[config.mk]
export PLATFORM = sky130hd
export DESIGN_NAME = fpu_issue_ctrl_flat
export DESIGN_NICKNAME = d
export VERILOG_FILES = /design/src/rtl/fpu_pkg.sv /design/src/rtl/fpu_issue_ctrl_if.sv /design/src/rtl/fpu_cmd_fifo.sv /design/src/rtl/fpu_issue_ctrl.sv /design/src/flat_wrapper.sv
export SDC_FILE = /design/constraint.sdc
export NUM_CORES = 1
export LEC_CHECK = 0
export CELL_PAD_IN_SITES_DETAIL_PLACEMENT = 0
export CELL_PAD_IN_SITES_GLOBAL_PLACEMENT = 1
export CORE_ASPECT_RATIO = 0.6
export CORE_MARGIN = 10
export CORE_UTILIZATION = 45
export DETAILED_ROUTE_END_ITERATION = 16
export PLACE_DENSITY = 0.83
export SLEW_MARGIN = 5
export SYNTH_ARGS = -nofsm -noshare
export SYNTH_HDL_FRONTEND = slang
export SYNTH_HIERARCHICAL = 1
export SYNTH_SLANG_ARGS = --single-unit
[constraint.sdc]
create_clock -name clk -period 12.7 [get_ports clk]
set_input_delay 3.175 -clock clk [delete_from_list [all_inputs] [get_ports clk]]
set_output_delay 3.175 -clock clk [all_outputs]
set_load 0.02 [all_outputs]
[src/rtl/fpu_pkg.sv]
// rtl/fpu_pkg.sv - shared opcodes, flag indices, FSM encoding and enable mapping for the fpu issue path
package fpu_pkg;

    localparam logic [2:0] OP_ADD  = 3'd0;
    localparam logic [2:0] OP_MUL  = 3'd1;
    localparam logic [2:0] OP_DIV  = 3'd2;
    localparam logic [2:0] OP_SQRT = 3'd3;
    localparam logic [2:0] OP_CMP  = 3'd4;

    localparam int FLAG_GREAT    = 0;
    localparam int FLAG_EQ       = 1;
    localparam int FLAG_LESS     = 2;
    localparam int FLAG_DIV_ZERO = 3;
    localparam int FLAG_INEXACT  = 4;
    localparam int FLAG_INV      = 5;
    localparam int FLAG_UN       = 6;
    localparam int FLAG_OV       = 7;
    localparam int FLAG_TIMEOUT  = 8;

    localparam logic [31:0] QNAN          = 32'h7FC0_0000;
    localparam logic [8:0]  FLAGS_ILLEGAL = 9'(1 << FLAG_INV);
    localparam logic [8:0]  FLAGS_TIMEOUT = 9'((1 << FLAG_INV) | (1 << FLAG_TIMEOUT));

    typedef enum logic [1:0] {
        IDLE  = 2'd0,
        CLEAR = 2'd1,
        RUN   = 2'd2,
        HOLD  = 2'd3
    } state_t;

    // One-hot unit select in {comp,div,sqr,mul,add} order; illegal ops select nothing.
    function automatic logic [4:0] op_to_en(input logic [2:0] op);
        case (op)
            OP_ADD:  return 5'b00001;
            OP_MUL:  return 5'b00010;
            OP_SQRT: return 5'b00100;
            OP_DIV:  return 5'b01000;
            OP_CMP:  return 5'b10000;
            default: return 5'b00000;
        endcase
    endfunction

    function automatic logic op_legal(input logic [2:0] op);
        return op <= OP_CMP;
    endfunction

endpackage

[src/rtl/fpu_issue_ctrl_if.sv]
// rtl/fpu_issue_ctrl_if.sv - command and response handshake bundle of the fpu issue controller
interface fpu_issue_ctrl_if #(
    parameter int TAG_W = 4
);
    logic             cmd_valid;
    logic             cmd_ready;
    logic [2:0]       cmd_op;
    logic [31:0]      cmd_a;
    logic [31:0]      cmd_b;
    logic [2:0]       cmd_rm;
    logic [TAG_W-1:0] cmd_tag;

    logic             rsp_valid;
    logic             rsp_ready;
    logic [31:0]      rsp_result;
    logic [8:0]       rsp_flags;
    logic [TAG_W-1:0] rsp_tag;

    modport master (
        output cmd_valid, cmd_op, cmd_a, cmd_b, cmd_rm, cmd_tag, rsp_ready,
        input  cmd_ready, rsp_valid, rsp_result, rsp_flags, rsp_tag
    );

    modport slave (
        input  cmd_valid, cmd_op, cmd_a, cmd_b, cmd_rm, cmd_tag, rsp_ready,
        output cmd_ready, rsp_valid, rsp_result, rsp_flags, rsp_tag
    );
endinterface

[src/rtl/fpu_cmd_fifo.sv]
// rtl/fpu_cmd_fifo.sv - command FIFO with registered occupancy count and full/empty flags
module fpu_cmd_fifo #(
    parameter int DEPTH = 4,
    parameter int WIDTH = 8
) (
    input  logic             clk,
    input  logic             rst,
    input  logic             push,
    input  logic [WIDTH-1:0] push_data,
    input  logic             pop,
    output logic [WIDTH-1:0] head,
    output logic             full,
    output logic             empty
);
    localparam int PW = $clog2(DEPTH);
    localparam int CW = $clog2(DEPTH + 1);

    logic [WIDTH-1:0] mem [DEPTH];
    logic [PW-1:0]    wr_ptr;
    logic [PW-1:0]    rd_ptr;
    logic [CW-1:0]    count;
    logic             do_push;
    logic             do_pop;

    assign full    = (count == CW'(DEPTH));
    assign empty   = (count == '0);
    assign do_push = push && !full;
    assign do_pop  = pop && !empty;
    assign head    = mem[rd_ptr];

    always_ff @(posedge clk) begin
        if (do_push) begin
            mem[wr_ptr] <= push_data;
        end
    end

    // DEPTH is a power of two, so the pointers wrap on natural overflow.
    always_ff @(posedge clk or posedge rst) begin
        if (rst) begin
            wr_ptr <= '0;
            rd_ptr <= '0;
            count  <= '0;
        end else begin
            if (do_push) begin
                wr_ptr <= wr_ptr + 1'b1;
            end
            if (do_pop) begin
                rd_ptr <= rd_ptr + 1'b1;
            end
            case ({do_push, do_pop})
                2'b10:   count <= count + 1'b1;
                2'b01:   count <= count - 1'b1;
                default: count <= count;
            endcase
        end
    end
endmodule

[src/rtl/fpu_issue_ctrl.sv]
// rtl/fpu_issue_ctrl.sv - queues fpu commands, issues them one at a time and returns results in order
module fpu_issue_ctrl
    import fpu_pkg::*;
#(
    parameter int DEPTH   = 4,
    parameter int TIMEOUT = 64,
    parameter int TAG_W   = 4
) (
    input  logic                    clk,
    input  logic                    rst,
    fpu_issue_ctrl_if.slave         io,
    output logic [31:0]             fpu_in1,
    output logic [31:0]             fpu_in2,
    output logic [2:0]              fpu_opcode,
    output logic [2:0]              fpu_round,
    output logic                    fpu_rst,
    output logic                    fpu_act,
    output logic [4:0]              fpu_en,
    input  logic [31:0]             fpu_out,
    input  logic [7:0]              fpu_flags,
    input  logic                    fpu_done
);
    localparam int EW = 3 + 32 + 32 + 3 + TAG_W;
    localparam int CW = $clog2(TIMEOUT);
    localparam logic [CW-1:0] CNT_LAST = CW'(TIMEOUT - 1);

    state_t           state;
    logic             iss_vld;
    logic [2:0]       iss_op;
    logic [31:0]      iss_a;
    logic [31:0]      iss_b;
    logic [2:0]       iss_rm;
    logic [TAG_W-1:0] iss_tag;
    logic [CW-1:0]    cnt;
    logic [4:0]       en_q;
    logic             act_q;
    logic [31:0]      res_q;
    logic [8:0]       flags_q;
    logic [TAG_W-1:0] tag_q;

    logic [EW-1:0]    fifo_head;
    logic             fifo_full;
    logic             fifo_empty;
    logic             fifo_pop;

    assign io.cmd_ready = !fifo_full;
    assign fifo_pop     = (state == IDLE) && !iss_vld && !fifo_empty;

    fpu_cmd_fifo #(
        .DEPTH (DEPTH),
        .WIDTH (EW)
    ) u_fifo (
        .clk       (clk),
        .rst       (rst),
        .push      (io.cmd_valid && io.cmd_ready),
        .push_data ({io.cmd_op, io.cmd_a, io.cmd_b, io.cmd_rm, io.cmd_tag}),
        .pop       (fifo_pop),
        .head      (fifo_head),
        .full      (fifo_full),
        .empty     (fifo_empty)
    );

    assign fpu_in1    = iss_a;
    assign fpu_in2    = iss_b;
    assign fpu_opcode = iss_op;
    assign fpu_round  = iss_rm;
    assign fpu_rst    = rst || (state == CLEAR);
    assign fpu_act    = act_q;
    assign fpu_en     = en_q;

    assign io.rsp_valid  = (state == HOLD);
    assign io.rsp_result = res_q;
    assign io.rsp_flags  = flags_q;
    assign io.rsp_tag    = tag_q;

    // IDLE spends one cycle loading the issue register and a second decoding it.
    always_ff @(posedge clk or posedge rst) begin
        if (rst) begin
            state   <= IDLE;
            iss_vld <= 1'b0;
            iss_op  <= '0;
            iss_a   <= '0;
            iss_b   <= '0;
            iss_rm  <= '0;
            iss_tag <= '0;
            cnt     <= '0;
            en_q    <= '0;
            act_q   <= 1'b0;
            res_q   <= '0;
            flags_q <= '0;
            tag_q   <= '0;
        end else begin
            case (state)
                IDLE: begin
                    if (iss_vld) begin
                        iss_vld <= 1'b0;
                        tag_q   <= iss_tag;
                        if (op_legal(iss_op)) begin
                            en_q  <= op_to_en(iss_op);
                            state <= CLEAR;
                        end else begin
                            res_q   <= QNAN;
                            flags_q <= FLAGS_ILLEGAL;
                            state   <= HOLD;
                        end
                    end else if (!fifo_empty) begin
                        iss_vld <= 1'b1;
                        {iss_op, iss_a, iss_b, iss_rm, iss_tag} <= fifo_head;
                    end
                end
                CLEAR: begin
                    cnt   <= '0;
                    act_q <= 1'b1;
                    state <= RUN;
                end
                RUN: begin
                    cnt <= cnt + 1'b1;
                    if (fpu_done) begin
                        res_q   <= (iss_op == OP_CMP) ? 32'h0 : fpu_out;
                        flags_q <= {1'b0, fpu_flags};
                        act_q   <= 1'b0;
                        en_q    <= '0;
                        state   <= HOLD;
                    end else if (cnt == CNT_LAST) begin
                        res_q   <= QNAN;
                        flags_q <= FLAGS_TIMEOUT;
                        act_q   <= 1'b0;
                        en_q    <= '0;
                        state   <= HOLD;
                    end
                end
                HOLD: begin
                    if (io.rsp_ready) begin
                        state <= IDLE;
                    end
                end
                default: state <= IDLE;
            endcase
        end
    end
endmodule

[src/flat_wrapper.sv]
// flat-port wrapper written by rule: the top's interface ports become plain ports
module fpu_issue_ctrl_flat import fpu_pkg::*;
#(
    parameter int DEPTH   = 4,
    parameter int TIMEOUT = 64,
    parameter int TAG_W   = 4
)
  (clk, rst, fpu_in1, fpu_in2, fpu_opcode, fpu_round, fpu_rst, fpu_act, fpu_en, fpu_out, fpu_flags, fpu_done, io_cmd_valid, io_cmd_op, io_cmd_a, io_cmd_b, io_cmd_rm, io_cmd_tag, io_rsp_ready, io_cmd_ready, io_rsp_valid, io_rsp_result, io_rsp_flags, io_rsp_tag);
  fpu_issue_ctrl_if #(.TAG_W(TAG_W)) io_i ();
  input  logic clk;
  input  logic rst;
  output logic [31:0] fpu_in1;
  output logic [31:0] fpu_in2;
  output logic [2:0] fpu_opcode;
  output logic [2:0] fpu_round;
  output logic fpu_rst;
  output logic fpu_act;
  output logic [4:0] fpu_en;
  input  logic [31:0] fpu_out;
  input  logic [7:0] fpu_flags;
  input  logic fpu_done;
  input wire logic [$bits(io_i.cmd_valid)-1:0] io_cmd_valid;
  input wire logic [$bits(io_i.cmd_op)-1:0] io_cmd_op;
  input wire logic [$bits(io_i.cmd_a)-1:0] io_cmd_a;
  input wire logic [$bits(io_i.cmd_b)-1:0] io_cmd_b;
  input wire logic [$bits(io_i.cmd_rm)-1:0] io_cmd_rm;
  input wire logic [$bits(io_i.cmd_tag)-1:0] io_cmd_tag;
  input wire logic [$bits(io_i.rsp_ready)-1:0] io_rsp_ready;
  output wire logic [$bits(io_i.cmd_ready)-1:0] io_cmd_ready;
  output wire logic [$bits(io_i.rsp_valid)-1:0] io_rsp_valid;
  output wire logic [$bits(io_i.rsp_result)-1:0] io_rsp_result;
  output wire logic [$bits(io_i.rsp_flags)-1:0] io_rsp_flags;
  output wire logic [$bits(io_i.rsp_tag)-1:0] io_rsp_tag;
  assign io_i.cmd_valid = io_cmd_valid;
  assign io_i.cmd_op = io_cmd_op;
  assign io_i.cmd_a = io_cmd_a;
  assign io_i.cmd_b = io_cmd_b;
  assign io_i.cmd_rm = io_cmd_rm;
  assign io_i.cmd_tag = io_cmd_tag;
  assign io_i.rsp_ready = io_rsp_ready;
  assign io_cmd_ready = io_i.cmd_ready;
  assign io_rsp_valid = io_i.rsp_valid;
  assign io_rsp_result = io_i.rsp_result;
  assign io_rsp_flags = io_i.rsp_flags;
  assign io_rsp_tag = io_i.rsp_tag;
  fpu_issue_ctrl #(.DEPTH(DEPTH), .TIMEOUT(TIMEOUT), .TAG_W(TAG_W)) u_core (.clk(clk), .rst(rst), .io(io_i), .fpu_in1(fpu_in1), .fpu_in2(fpu_in2), .fpu_opcode(fpu_opcode), .fpu_round(fpu_round), .fpu_rst(fpu_rst), .fpu_act(fpu_act), .fpu_en(fpu_en), .fpu_out(fpu_out), .fpu_flags(fpu_flags), .fpu_done(fpu_done));
endmodule
### Word level (Yosys, flattened, before mapping)

Memories as Yosys holds them, arrays and structs flattened. A register that Yosys moved wholly into a read port is not among the register bits.
Index checks and enable logic that the tools add are counted.

* memories kept: 1
* input port bits: 119
* memory bits (writable): 296
* latch bits: 0
* word-level logic and storage cells: 89
* register bits: 67
* bits in read-only memories: 0
* output and inout bits: 124

Memory list
* u_core.u_fifo.mem: words 4, bits a word 74, read ports 1, clocked after Yosys merged registers in 1, write ports 1, line fpu_cmd_fifo.sv:18 `logic [WIDTH-1:0] mem [DEPTH];`

* reduce and logical (&&, ||, !) cells: 21
* multiplexer cells: 32
* multipliers: 0
* bitwise gates (word level): 2
* shift-type cells: 0
* divide/modulo/power cells: 0
* eq/ne operators: 16
* $add $sub $neg: 5
* magnitude comparators: 1

Operators with widths (number)
* $mux W32: 5
* $pmux W32 S2: 1
* $mux W9: 4
* $pmux W5 S5: 1
* $mux W5: 4
* $pmux W9 S2: 1
* $pmux W6 S2: 1
* $mux W2: 5
* $pmux W5 S2: 1
* $pmux W2 S4: 1
* $reduce_and A4 Y1: 2
* $add A6 B1 Y6 const B: 1
* $eq A2 B2 Y1 const B: 3
* $eq A3 B2 Y1 const B: 2
* $eq A3 B3 Y1 const B: 2
* $eq A6 B6 Y1 const B: 1
* $logic_not A3 Y1: 2
* $mux W1: 6
* $ne A2 B2 Y1 const B: 3
* $pmux W3 S2: 1
* $reduce_and A3 Y1: 2
* $reduce_bool A2 Y1: 3
* $logic_and A1 B1 Y1: 5
* $add A2 B1 Y2 const B: 2
* other kinds (13): 18

### Depth between registers and ports, before layout

Gate-level depths: netlist of run 1.

* depth in word-level cells: 6
* depth in mapped cells: 12

### By module

The synthesis of run 1 kept the hierarchy.

By module, submodules not included
* fpu_cmd_fifo: sequential area each 9063.7 um2, area an instance 11144.4 um2, times used 1, cells each 425
* fpu_issue_ctrl: sequential area each 3353.2 um2, area an instance 5253.8 um2, times used 1, cells each 361

### Worst setup path before layout of run 1

OpenSTA, ideal clock, no wires.

* path type: input-to-output
* from: input rst
* to: output fpu_rst
* slack: 6030 ps
* cell stages on the path: 1
* arrival: 3495 ps
* cells stage by stage: or2_2

* word-level cells in the longest chain between the ends: 1

RTL lines
* start, declared: line flat_wrapper.sv:11 `input logic rst;`
* $logic_or A1 B1 Y1: line fpu_issue_ctrl.sv:67 `assign fpu_rst = rst || (state == CLEAR);`
* end, declared: line flat_wrapper.sv:16 `output logic fpu_rst;`

Every way passes these cells.

### Worst setup path after layout of run 1

Same ends and word-level chain as after synthesis.

==> metrics.cfg, run 1 <==
[drt]
viasPerCell=5.21
vias=8101
wl_per_cell_um=22.3
dr.pass1.iters=4
drc=0
ant_nets=0
drt_iter0_drc=563
routed_wl_um=34600

[place]
placed_cell_area_um2=19200
dpl.hpwl_um=21700
port_buffers=242
place_congestion=0.748
post-place-ws_ns=5.00

[layout]
final_util=0.571
nets=1175
synthToLayoutAreaGrowth_pct=25.8
postLayoutCellArea_um2=20600
fillCellCount=2651
drive_above_1_share=0.223

[critical_path]
crit_type=input port to primary output
crit_fanout=3
crit_arrival_ns=4.51
cp-start-kind=input port
end_kind=primary output
critical_path_required_ns=9.52

[yosys]
synth_edf_count=296
yosys_warnings=6
ys_seq_area_frac=0.757
ys_async_sr_fraction=0.323
avgSynthCellArea_um2=20.9
synthesis.nets=917
synth.distinct_cells=48
netlist_area_um2=16400
ys.flop_type=edfxtp_1
synth_cells=786
ys_seq_elements=437

[power]
vdd_drop_max_uv=154
p_leak_nw=7.34
powerDensity_nw_per_um2=253

[global_routing]
grtUsageMet2=0.262
grtUsageMet3=0.0387
grt_max_degree=76
antenna_found_initial=4
grt_usage=0.154
grt_pass1_wl_um=53400
gr-total-overflow=0
grt_use_met1=0.195
grt_pass1_vias=8856
top_usage_layer=met2

[cts]
cts_root_buffer=clkbuf_16
post_cts_resized=0
cts_tree=done
cts_buffers=40
clockBufferDepth=3
path_clk_slew_ns=0.06
clock_latency_ns=0.54
cts_sinks=437
cts_htree_levels=2
post_cts_buffers=0
ctsHoldBuffers=0

[timing]
rsz0062_at_grt=no
max-slew-margin-rel=0.222
fin_worst_hold_slack_ns=0.497
layout_worst_path_cycle_share=0.605
fin_skew_ns=0.0129
tightest_slew_ns=1.16
setup_viol=0
fin_crit_ns=7.68
slew_violations=0
timing.setup.tns_ns=0
setup_ws_ns=5.02
hold_viol=0
max_freq_mhz=130

[floorplanning]
io_pins=243
die_h_um=168
core-area_um2=36100
die_area_um2=44700
rows=54
start_util=0.454
die_w_um=266

[run_status]
status=finished clean

[job]
cap_violations=0

[min_path]
hold_class=register to register

[routing by layer]
layer | wire [µm] | vias to the layer above
li1 | - | 3640
met1 | 14700 | 4248
met5 | 27 | -
met3 | 1870 | 47
met2 | 17300 | 162
met4 | 648 | 4
[layout by cell type (no fill, tap or decap), types with 4 or more instances in the layout]
cell | netlist | routed
dfrtp_1 | 141 | 139
and2_4 | 0 | 4
clkdlybuf4s50_1 | 0 | 242
clkbuf_8 | 0 | 7
nor2b_1 | 4 | 4
a22o_1 | 31 | 31
bufinv_16 | 0 | 4
o21ai_0 | 8 | 8
clkbuf_16 | 0 | 43
mux4_2 | 74 | 74
nand2_1 | 19 | 19
mux2_2 | 79 | 79
clkinv_2 | 0 | 5
nor2_1 | 10 | 9
buf_4 | 3 | 9
a2bb2oi_1 | 9 | 9
ha_1 | 11 | 11
inv_1 | 18 | 17
mux2i_1 | 4 | 4
xor2_1 | 4 | 4
edfxtp_1 | 296 | 296
clkbuf_1 | 6 | 7
[per-stage QoR]
step                      power [mW]  std cells
after floorplan                 3.35        786
after global placement          4.00       1478
after detailed placement        4.05       1478
after CTS                       5.32       1552
after global routing            5.50       1552
final                           5.23       1554
[area by class of cell]
type	instances	area, µm²	area share
Sequential cell	437	12400	0.602
Multi-Input combinational cell	296	3650	0.177
Timing Repair Buffer	251	2490	0.121
Clock buffer	57	1200	0.0581
Tap cell	476	596	0.0289
Clock inverter	17	198	0.00958
Inverter	18	72.6	0.00352
Antenna cell	2	5.00	0.000243
[final timing paths]
path / startpoint / slack [ns] / end / depth (start not counted)
max: rst / 5.02 / fpu_rst / 3
min: u_core/io.rsp_flags[5] / 0.50 / u_core/io.rsp_flags[5] / 1
max reg2reg: u_core/state[0] / 9.25 / u_core/u_fifo/count[2] / 11
min reg2reg: u_core/io.rsp_flags[5] / 0.50 / u_core/io.rsp_flags[5] / 1
max in group asynchronous: rst / 8.10 / u_core/fpu_in2[6] / 3
min in group asynchronous: rst / 3.01 / u_core/u_fifo/count[2] / 2
[critical path: stages]
cell	delay (ns)
clkdlybuf4s50_1	0.49
or2_2	0.30
clkdlybuf4s50_1	0.54
[cell usage after synthesis (all sizes together) (2+ instances only)]
cell type | number | area (µm²)
edfxtp | 296 | 8890
dfrtp | 141 | 3530
mux2 | 79 | 890
mux4 | 74 | 1670
a22o | 31 | 272
buf | 29 | 257
nand2 | 19 | 71.3
inv | 18 | 67.6
ha | 11 | 138
nor2 | 10 | 37.5
a2bb2oi | 9 | 78.8
o21ai | 8 | 40.0
clkbuf | 6 | 22.5
and2 | 5 | 31.3
mux2i | 4 | 40.0
nor2b | 4 | 25.0
nor3 | 4 | 25.0
xor2 | 4 | 35.0
nor3b | 3 | 27.5
o211ai | 3 | 27.5
xnor2 | 3 | 26.3
a21oi | 2 | 10.0
a32o | 2 | 20.0
nand3 | 2 | 10.0
o21a | 2 | 15.0
o32a | 2 | 20.0
or3 | 2 | 17.5
[flip-flops by register name, summed over array words and instances, names as in the netlist]
signal                count
u_core/u_fifo/rd_ptr      2
u_core/cnt                6
u_core/fpu_opcode         3
u_core/fpu_en             5
u_core/u_fifo/wr_ptr      2
u_core/io.rsp_flags       9
u_core/fpu_in1           32
u_core/iss_tag            4
u_core/fpu_round          3
u_core/io.rsp_result     32
u_core/fpu_in2           32
u_core/io.rsp_tag         4
u_core/state              2
u_core/iss_vld            1
u_core/fpu_act            1
u_core/u_fifo/mem       296
u_core/u_fifo/count       3
[power breakdown]
part / internal (mW) / switching [mW] / total (mW)
sequential: 1.96 / 0.234 / 2.20
clock: 0.743 / 0.507 / 1.25
combinational: 0.907 / 0.874 / 1.78
[kinds of logic (layout without fill, tap and decap cells)]
family                   Yosys count  in the layout  synth area share
flip-flops                       437            437             0.757
multiplexers                     157            157             0.158
AO/OA/AOI/OAI                     66             66            0.0329
AND/OR/NAND/NOR                   54             54            0.0171
buffers and inverters             53            343            0.0211
adder cells (fa/ha/maj)           12             12           0.00961
XOR/XNOR                           7              7           0.00374
other                              0              2                 0
No activity file was read; power rests on OpenSTA's default activity.
==> run 2: changes to the inputs <==
clock period = 7.6 ns   (was 12.7 ns; I/O delays follow)
==> metrics.cfg, run 2 (same netlist as run 1, synthesis figures left out) <==
[critical_path]
critical_path_required_ns=5.70
cp-endpoint=fpu_rst
crit_type=input port to primary output
r2r-start=u_core/u_fifo/count[2]
regToRegEndpoint=u_core/u_fifo/mem[0][8]
crit_arrival_ns=3.24
cp-start-kind=input port
r2r_cells=5
crit_start=rst
r2r_slack_ns=4.80
end_kind=primary output
crit_fanout=3

[place]
port_buffers=242
dp.cells=1478
dpl.hpwl_um=22100
placed_cell_area_um2=19200
post-place-ws_ns=2.44
place_congestion=0.777

[layout]
nets=1175
final_cell_mix=296 x edfxtp_1, 242 x clkdlybuf4s50_1, 139 x dfrtp_1
largest_register_ffs=296
largest-register=u_core/u_fifo/mem
mostFrequentLayoutCell=edfxtp_1
final_cells=1556
postLayoutCellArea_um2=20500
synthToLayoutAreaGrowth_pct=25.3
drive_above_1_share=0.218

[cts]
cts_sinks=437
ctsHoldBuffers=0
path_clk_slew_ns=0.07
cts_root_buffer=clkbuf_16
cts_buffers=40
cts_tree=done
post_cts_buffers=0
post_cts_resized=0
clock_latency_ns=0.54
cts_htree_levels=2
clockBufferDepth=3

[drt]
drc=0
routed_wl_um=35600
viasPerCell=5.25
ant_nets=0
vias=8175
dr.pass1.iters=4
wl_per_cell_um=22.9
drt_iter0_drc=476

[timing]
fin_skew_ns=0.0233
slew_violations=0
setup_ws_ns=2.46
fin_crit_ns=5.14
timing.setup.tns_ns=0
tightest_slew_ns=1.16
hold_viol=0
layout_worst_path_cycle_share=0.677
rsz0062_at_grt=no
fin_worst_hold_slack_ns=0.497
max-slew-margin-rel=0.228
setup_viol=0
max_freq_mhz=194

[global_routing]
grt_pass1_wl_um=54900
gr-total-overflow=0
grt_max_degree=76
grt_usage=0.159
antenna_found_initial=6
grt_pass1_vias=8953

[power]
p_leak_nw=7.28
vdd_drop_max_uv=280
powerDensity_nw_per_um2=422

[floorplanning]
io_pins=243
core-area_um2=36100
die_area_um2=44700
die_h_um=168
rows=54
start_util=0.454
die_w_um=266

[job]
cap_violations=0

[min_path]
hold_class=register to register

[run_status]
status=finished clean

[run 2: changes by cell type in the layout (fill, tap and decap cells not counted), sizes merged]
cell      change
clkinv        +1
clkbuf        -2
clkinvlp      +2
bufinv        -1
diode         +2
[run 2: final cells by class]
cell class,instances,area [µm²]
clock buffers,55,1120
clock inverters,19,181
flip-flops and latches,437,12400
inverters,18,72.6
well taps,476,596
multi-input cells,296,3650
fillers,2709,15600
repair buffers,251,2490
diodes,4,10.0
[run 2: worst max-delay path, cell delays in order]
cell             delay (ns)
clkdlybuf4s50_1        0.50
or2_2                  0.31
clkdlybuf4s50_1        0.54
[run 2: how the worst min path moves through the flow]
stage	startpoint	to	slack (ns)	cells after the start
after floorplan	u_core/iss_tag[0]	u_core/iss_tag[0]	0.48	1
after global placement	u_core/fpu_en[1]	u_core/fpu_en[1]	0.47	1
after detailed placement	u_core/fpu_en[1]	u_core/fpu_en[1]	0.48	1
after CTS	u_core/fpu_en[1]	u_core/fpu_en[1]	0.50	1
after global routing	u_core/fpu_in2[9]	u_core/fpu_in2[9]	0.52	1
final	u_core/fpu_en[2]	u_core/fpu_en[2]	0.50	1
[run 2: through the flow]
| stage | power [mW] | utilization |
|---|---|---|
| after CTS | 8.80 | 0.568 |
| final | 8.66 | 0.568 |
| after global routing | 9.12 | 0.568 |
| after global placement | 6.69 | 0.532 |
| after floorplan | 5.61 | - |
| after detailed placement | 6.77 | 0.532 |
[run 2: routing by layer]
layer | vias to the layer above | global-route usage | wire length, µm
met4 | 4 | 0.0448 | 698
met3 | 50 | 0.0419 | 1960
met5 | - | 0 | 29
met2 | 178 | 0.262 | 17500
met1 | 4311 | 0.206 | 15400
li1 | 3632 | - | -
[run 2: power breakdown]
part / switching (mW) / internal (mW)
clock: 0.857 / 1.14
sequential: 0.383 / 3.28
combinational: 1.48 / 1.52
